==> src/rtl/dmux_arbiter_pkg.sv <==
// Shared definitions for the DMux8Way16 write arbiter: FSM encoding,
// destination geometry and the destination-to-strobe helper.
package dmux_arbiter_pkg;

    localparam int unsigned DEST_BITS = 3;
    localparam int unsigned N_DEST    = 8;

    typedef enum logic {
        ST_IDLE   = 1'b0,
        ST_LOCKED = 1'b1
    } arb_state_t;

    typedef logic [DEST_BITS-1:0] dest_t;
    typedef logic [N_DEST-1:0]    load_t;

    // One-hot register-bank write strobe for a destination index
    function automatic load_t dest_to_load(input dest_t d);
        return load_t'(1) << d;
    endfunction

endpackage

==> src/rtl/dmux_arbiter_rr_pick.sv <==
// Round-robin picker: first valid requester at or after the pointer,
// wrapping modulo N_REQ. Purely combinational.
module rr_pick #(
    parameter int unsigned N_REQ = 4,
    parameter int unsigned PTR_W = 2
) (
    input  logic [N_REQ-1:0] valid,
    input  logic [PTR_W-1:0] pointer,
    output logic [N_REQ-1:0] winner_c,
    output logic [PTR_W-1:0] winner_idx_c,
    output logic             any_valid_c
);

    logic [PTR_W-1:0] cand;

    // Scan from the pointer upward, keep the first hit
    always_comb begin
        winner_c     = '0;
        winner_idx_c = '0;
        any_valid_c  = 1'b0;
        cand         = '0;
        for (int unsigned off = 0; off < N_REQ; off++) begin
            cand = PTR_W'((32'(pointer) + off) % N_REQ);
            if (!any_valid_c && valid[cand]) begin
                any_valid_c  = 1'b1;
                winner_idx_c = cand;
                winner_c     = N_REQ'(1) << cand;
            end
        end
    end

endmodule

==> src/rtl/dmux_arbiter.sv <==
// Round-robin burst arbiter feeding one DMux8Way16 path: grants one
// requester at a time, holds the grant across a burst and registers the
// demux word/select plus a one-hot load strobe.
module dmux_arbiter
    import dmux_arbiter_pkg::*;
#(
    parameter int unsigned N_REQ = 4,
    parameter int unsigned WIDTH = 16
) (
    input  logic                       clk,
    input  logic                       rst_n,
    input  logic [N_REQ-1:0]           req_valid,
    output logic [N_REQ-1:0]           req_ready,
    input  logic [N_REQ*WIDTH-1:0]     req_data,
    input  logic [N_REQ*DEST_BITS-1:0] req_dest,
    input  logic [N_REQ-1:0]           req_last,
    input  logic                       stall,
    output logic [WIDTH-1:0]           dmux_in,
    output logic [DEST_BITS-1:0]       dmux_sel,
    output logic [N_DEST-1:0]          load,
    output logic [N_REQ-1:0]           grant,
    output logic                       busy
);

    localparam int unsigned PTR_W = (N_REQ > 1) ? $clog2(N_REQ) : 1;

    arb_state_t       state_q;
    logic [PTR_W-1:0] ptr_q;
    logic [PTR_W-1:0] owner_q;

    logic [N_REQ-1:0] pick_oh_c;
    logic [PTR_W-1:0] pick_idx_c;
    logic             pick_any_c;

    logic [N_REQ-1:0] ready_c;
    logic             accept_c;
    logic [PTR_W-1:0] acc_idx_c;
    logic [WIDTH-1:0] acc_data_c;
    dest_t            acc_dest_c;
    logic             acc_last_c;

    function automatic logic [PTR_W-1:0] ptr_inc(input logic [PTR_W-1:0] p);
        return PTR_W'((32'(p) + 32'd1) % N_REQ);
    endfunction

    rr_pick #(
        .N_REQ (N_REQ),
        .PTR_W (PTR_W)
    ) u_rr_pick (
        .valid        (req_valid),
        .pointer      (ptr_q),
        .winner_c     (pick_oh_c),
        .winner_idx_c (pick_idx_c),
        .any_valid_c  (pick_any_c)
    );

    // Beat acceptance: round-robin winner when idle, owner only when locked
    always_comb begin
        ready_c   = '0;
        accept_c  = 1'b0;
        acc_idx_c = '0;
        if (rst_n && !stall) begin
            case (state_q)
                ST_IDLE: begin
                    if (pick_any_c) begin
                        ready_c   = pick_oh_c;
                        accept_c  = 1'b1;
                        acc_idx_c = pick_idx_c;
                    end
                end
                ST_LOCKED: begin
                    if (req_valid[owner_q]) begin
                        ready_c   = N_REQ'(1) << owner_q;
                        accept_c  = 1'b1;
                        acc_idx_c = owner_q;
                    end
                end
                default: ;
            endcase
        end
    end

    // Payload of the accepted lane; feeds registers only
    always_comb begin
        acc_data_c = '0;
        acc_dest_c = '0;
        acc_last_c = 1'b0;
        for (int unsigned i = 0; i < N_REQ; i++) begin
            if (ready_c[i]) begin
                acc_data_c = req_data[i*WIDTH +: WIDTH];
                acc_dest_c = req_dest[i*DEST_BITS +: DEST_BITS];
                acc_last_c = req_last[i];
            end
        end
    end

    assign req_ready = ready_c;
    assign busy      = (state_q == ST_LOCKED);

    // FSM, round-robin pointer, owner and demux output register
    always_ff @(posedge clk or negedge rst_n) begin
        if (!rst_n) begin
            state_q  <= ST_IDLE;
            ptr_q    <= '0;
            owner_q  <= '0;
            grant    <= '0;
            dmux_in  <= '0;
            dmux_sel <= '0;
            load     <= '0;
        end else begin
            load <= '0;
            if (accept_c) begin
                dmux_in  <= acc_data_c;
                dmux_sel <= acc_dest_c;
                load     <= dest_to_load(acc_dest_c);
                if (acc_last_c) begin
                    state_q <= ST_IDLE;
                    ptr_q   <= ptr_inc(acc_idx_c);
                    grant   <= '0;
                end else begin
                    state_q <= ST_LOCKED;
                    owner_q <= acc_idx_c;
                    grant   <= N_REQ'(1) << acc_idx_c;
                end
            end
        end
    end

endmodule
==> config.mk <==
export PLATFORM = sky130hd
export DESIGN_NAME = dmux_arbiter
export DESIGN_NICKNAME = d
export VERILOG_FILES = /design/src/rtl/dmux_arbiter_pkg.sv /design/src/rtl/dmux_arbiter_rr_pick.sv /design/src/rtl/dmux_arbiter.sv
export SDC_FILE = /design/constraint.sdc
export NUM_CORES = 1
export LEC_CHECK = 0
export CORE_MARGIN = 2
export CORE_UTILIZATION = 64
export DETAILED_ROUTE_END_ITERATION = 10
export DONT_BUFFER_PORTS = 1
export PLACE_DENSITY = 0.86
export SKIP_LAST_GASP = 1
export SLEW_MARGIN = 5
export SYNTH_ARGS = -nofsm -noshare
export SYNTH_HDL_FRONTEND = slang
export SYNTH_SLANG_ARGS = --single-unit
export TNS_END_PERCENT = 20
==> constraint.sdc <==
create_clock -name clk -period 6.6 [get_ports clk]
set_clock_uncertainty 0.15 [all_clocks]
set_input_delay 1.98 -clock clk [delete_from_list [all_inputs] [get_ports clk]]
set_output_delay 1.98 -clock clk [all_outputs]
set_load 0.01 [all_outputs]
# Word level (Yosys, flattened, before mapping)
# Index checks and enable logic that the tools add are counted.
[op_classes] addsub=4 order_cmp=5 shift=7 muxes=49 bitwise_logic=2 n_reduce_logical=10
[ops] operator="16-bit 2-to-1 mux" n=4
[ops] operator="4-bit 2-to-1 mux" n=8
[ops] operator="1-bit by 2-bit left shift with 4-bit output (first input constant)" n=6
[ops] operator="1-bit 2-to-1 mux" n=17
[ops] operator="2-bit by 3-bit < comparator with 1-bit output (second input constant)" n=5
[ops] operator="2-bit 2-to-1 mux" n=7
[ops] operator="3-bit 2-to-1 mux" n=4
[ops] operator="1-bit binary-select mux with 2-bit select" n=5
[ops] operator="8-bit 2-to-1 mux" n=1
[ops] operator="4-bit case mux with 2 select lines" n=1
[ops] operator="1-bit by 3-bit left shift with 8-bit output (first input constant)" n=1
[ops] operator="2-bit by 1-bit adder with 2-bit output (second input constant)" n=2
[ops] operator="2-bit adder (second input constant)" n=2
[ops] operator="1-bit logical AND" n=4
[ops] operator="1-bit zero test" n=4
[ops] operator="2-bit case mux with 2 select lines" n=1
[ops] operator="2-bit AND reduction" n=2
[ops] operator="1-bit inverter" n=2
[ops] operator="1-bit case mux with 2 select lines" n=1
[word_totals] register_bits=36 out_inout_bits=36

# Longest topological paths before layout
[logic_depth] ltp_word=21 ltp_mapped=15 depth_no_buf=11

# Cells and area by module
# From an unflattened synthesis, not the netlist that was laid out.
[unflattened] hier_cells=307 area_unflattened_um2=2825.2
[by_module_without_submodules] mod="dmux_arbiter" instances=1 cells_per_inst=221 area_each_um2=2212.1 seq_area_each_um2=900.9
[by_module_without_submodules] mod="rr_pick" instances=1 cells_per_inst=86 area_each_um2=613.1 seq_area_each_um2=0.0

# Worst setup path after synthesis
# OpenSTA, ideal clock, no wires.
[synth_timing] kind="input port to output port" start="input req_valid[2]" end="output req_ready[3]" arrival_time_ns=3.825 required_ns=4.470 path_slack_ns=0.645 cell_stages=8 n_path_buf=3 path_cell_list="buf_2 > nor3b_1 > a21boi_0 > o21a_1 > nor2_1 > a21oi_2 > clkbuf_1 > clkbuf_1"
[synth_between] elab_chain_cells=15 elab_cells_between_ends=28 cone_classes="22 x mux; 6 x reduce/logical"
[synth_lines] element="start: declaration" line="dmux_arbiter.sv:12" source="input logic [N_REQ-1:0] req_valid,"
[synth_lines] element="1-bit binary-select mux with 2-bit select" line="dmux_arbiter_rr_pick.sv:24" source="if (!any_valid_c && valid[cand]) begin"
[synth_lines] element="1-bit 2-to-1 mux (not written as such)" line="dmux_arbiter_rr_pick.sv:24"
[synth_lines] element="1-bit 2-to-1 mux" line="dmux_arbiter_rr_pick.sv:24"
[synth_lines] element="1-bit zero test" line="dmux_arbiter_rr_pick.sv:24"
[synth_lines] element="1-bit logical AND" line="dmux_arbiter_rr_pick.sv:24"
[synth_lines] element="1-bit 2-to-1 mux" line="dmux_arbiter_rr_pick.sv:24"
[synth_lines] element="1-bit zero test" line="dmux_arbiter_rr_pick.sv:24"
[synth_lines] element="1-bit logical AND" line="dmux_arbiter_rr_pick.sv:24"
[synth_lines] element="1-bit 2-to-1 mux" line="dmux_arbiter_rr_pick.sv:24"
[synth_lines] element="1-bit zero test" line="dmux_arbiter_rr_pick.sv:24"
[synth_lines] element="1-bit logical AND" line="dmux_arbiter_rr_pick.sv:24"
[synth_lines] element="4-bit 2-to-1 mux / 1-bit 2-to-1 mux (equally long branches)" line="dmux_arbiter_rr_pick.sv:24"
[synth_lines] element="4-bit 2-to-1 mux" line="dmux_arbiter.sv:65" source="if (pick_any_c) begin"
[synth_lines] element="4-bit case mux with 2 select lines *" line="dmux_arbiter.sv:63" source="case (state_q)"
[synth_lines] element="4-bit 2-to-1 mux *" line="dmux_arbiter.sv:62" source="if (rst_n && !stall) begin"
[synth_lines] element="end: declaration" line="dmux_arbiter.sv:13" source="output logic [N_REQ-1:0] req_ready,"
# Mark *: on every way between the ends. The rest lies on a longest branch, timed or not. The select of a mux whose other input is x is not followed.

# Worst setup path in the final report
[layout_timing] start="register ptr_q[0]" end="output req_ready[2]"
[layout_between] elab_chain_cells=15 elab_cells_between_ends=32 cone_classes="3 x add/sub; 4 x shift; 19 x mux; 6 x reduce/logical"
[layout_lines] element="start: declaration" line="dmux_arbiter.sv:28" source="logic [PTR_W-1:0] ptr_q;"
[layout_lines] element="start signal: assignment" line="dmux_arbiter.sv:118" source="ptr_q <= ptr_inc(acc_idx_c);"
[layout_lines] element="branches (longest 12 deep; another with 2-bit by 1-bit adder with 2-bit output)"
[layout_lines] element="4-bit 2-to-1 mux *" line="dmux_arbiter.sv:65"
[layout_lines] element="4-bit case mux with 2 select lines *" line="dmux_arbiter.sv:63"
[layout_lines] element="4-bit 2-to-1 mux *" line="dmux_arbiter.sv:62"
# Mark *: on every way between the ends. The select of a mux whose other input is x is not followed.

==> results_dict.tcl <==
set metrics [dict create \
    drt_iter0_drc 199 \
    synth_edf_count 0 \
    gp_congestion 0.925 \
    die_w_um 69 \
    setup_ws_ps 835 \
    p_switching_mw 0.513 \
    rsz0062_at_grt "no" \
    synth_fp_nets 375 \
    r2r-end "owner_q[1]" \
    antenna_found_initial 0 \
    crit_required_ps 4470 \
    seqPwrFrac 0.383 \
    die_y_um 69 \
    fin_tns_setup_ps 0 \
    num_rows 23 \
    synth_ff_type "dfrtp_1" \
    netlist_area_um2 2700 \
    ios 123 \
    fin_hold_ws_ps 399 \
    ys_ff_latch 36 \
    rr_startpoint "ptr_q[0]" \
    synthTopCellsByArea "dfrtp_1 (33%), o21ai_0 (8.1%), a221o_1 (6.3%)" \
    yosys_warnings 0 \
    crit_type "flip-flop to primary output" \
    cp_max_fo 22 \
    post-synth-top-area-fraction 0.333 \
    grt_max_degree 44 \
    antenna_cells 0 \
    pwr_density_cell_nw_per_um2 414 \
    overflow 0 \
    synth_cells 278 \
    worstSkewPairLatency_ps 280 \
    final_nets 364 \
    vias 2322 \
    syn_avg_cell_area_um2 9.73 \
    power_frac_comb 0.475 \
    layout_min_cycle_time_ps 5760 \
    post_drt_wl_per_cell_um 22.1 \
    min-delay-path-class "flip-flop to flip-flop" \
    synth_top_area_cell "dfrtp_1" \
    dieArea_um2 4760 \
    cts_resized 0 \
    max-vdd-ir-drop_uv 250 \
    worstRegToRegCells 11 \
    async_flop_share 1.00 \
    finalSetupViolations 0 \
    area_growth_pct 3.10 \
    multiInputGateArea_um2 1640 \
    drc 0 \
    status "finished clean" \
    port_buffers 0 \
    clk_pin_slew_ps 70 \
    core_area_um2 4030 \
    yosysSeqAreaShare 0.333 \
    synth.distinct_cells 55 \
    num-fill-cells 319 \
    totalWireLength_mm 7.03 \
    max_slew_margin 0.334 \
    clockBufferDepth 2 \
    drt-pass1-iter-count 4 \
    synth_common_cells "o21ai_0 (44), dfrtp_1 (36), nand2_1 (18), a221o_1 (17), a22oi_1 (16)" \
    grt_pass1_wl_mm 11.3 \
    initial_core_util 0.671 \
    fmax_mhz 173 \
    grt_use_total 0.294 \
    arrival_ps 3630 \
    cts_tree "built" \
    vias_per_cell 7.30 \
    seqCellArea_um2 901 \
    design_area_um2 2790 \
    worstHoldStart "dmux_sel[1]" \
    antenna_left 0 \
    swShare 0.445 \
    startpoint "ptr_q[0]" \
    reg2reg_slack_ps 1780 \
    dp_hpwl_mm 5.16 \
    pre_cts_ws_ps 1030 \
    power_frac_clock 0.141 \
    hold_viol 0 \
    cts_root_buf "clkbuf_8" \
    cts_sinks 36 \
    crit_path_end "req_ready[2]" \
    p_int_mw 0.640 \
    cellLeakagePower_nw 1.14 \
    utilization 0.692 \
    grt_pass1_vias 2250 \
    cts-buffers-inserted 5 \
    hold_buffers 0 \
    yosysMostFrequentCell "o21ai_0" \
    post_cts_buffers 0 \
    start_kind "flip-flop" \
    htreeDepth 2 \
    finalMaxSlewViolations 0 \
    tightest_slew_ps 996 \
    dpl_cell_area_um2 2690 \
    drive_gt1_frac 0.127 \
    period_share 0.873 \
    worst_setup_path_end_kind "primary output" \
    timing.max_cap.violations 0 \
]
## metal layers
layer | up-vias | routed length (µm) | global-route usage
li1 | 1047 | - | -
met4 | 0 | 97 | 0.0806
met2 | 131 | 3560 | 0.481
met1 | 1134 | 2760 | 0.389
met3 | 10 | 615 | 0.0746
met5 | - | 0 | 0
## through the flow
| stage | total power, mW | instances |
|---|---|---|
| 2_1_floorplan | 0.885 | 278 |
| 4_1_cts | 1.16 | 318 |
| 3_5_place_dp | 0.989 | 310 |
| 5_1_grt | 1.24 | 318 |
| 3_3_place_gp | 0.965 | 310 |
| 6_report | 1.15 | 318 |
## worst min path at each step
stage / to / slack (ps) / cells past startpoint
after floorplan: dmux_sel[1] / 370 / 2
after global placement: dmux_sel[1] / 390 / 2
after detailed placement: dmux_sel[1] / 390 / 2
after CTS: dmux_sel[1] / 400 / 2
after global routing: dmux_sel[1] / 430 / 2
final: dmux_sel[1] / 400 / 2
## cell families after synthesis
logic type                 share of synthesized area
DFF                                            0.333
adders and majority gates                     0.0463
muxes                                         0.0833
and+or+nand+nor                                0.131
AOI/OAI and AO/OA                              0.345
buffers and inverters                         0.0615
## sequential cells by signal (all words and copies together) (netlist names)
register and flops:
load 8, dmux_in 16, grant 4, owner_q 2
ptr_q 2, dmux_sel 3, busy 1
## layout make-up
| cell class | count | share of cell area |
|---|---|---|
| multi-input cells | 206 | 0.590 |
| clock buffers | 7 | 0.0310 |
| flip-flops and latches | 36 | 0.323 |
| well taps | 50 | 0.0224 |
| repair buffers | 5 | 0.0135 |
| inverters | 13 | 0.0175 |
| clock inverters | 1 | 0.00269 |
## cells in the final DEF (no fill, tap or decap), drive strengths merged, types with 2 or more instances in the layout
master,instances
a21oi,7
o21bai,2
o21ai,44
inv,12
nor2b,4
a211oi,4
a22oi,17
a221o,17
mux2i,6
nor4b,4
a22o,6
nor2,11
ha,10
nor4,2
o311ai,2
buf,5
or3,2
dfrtp,36
nand3b,2
a31oi,2
o31ai,3
o22ai,2
nor3b,6
a221oi,4
mux2,4
nand2,19
mux4,5
nand2b,5
nor3,3
clkbuf,7
## power by group through the flow
stage	Sequential [mW]	Combinational (mW)	Clock, mW
floorplan	0.395	0.490	0
global placement	0.443	0.522	0
detailed placement	0.443	0.546	0
CTS	0.442	0.547	0.167
global route	0.454	0.609	0.176
finish	0.442	0.548	0.163
## worst max-delay path, cell delays in order, from the launching register on
cell       delay [ps]
dfrtp_1           880
inv_1             340
ha_1              570
mux4_2            650
nor3b_1           180
a2111oi_0         370
a21oi_1           170
inv_1             190
Power figures use the tool's default switching activity.
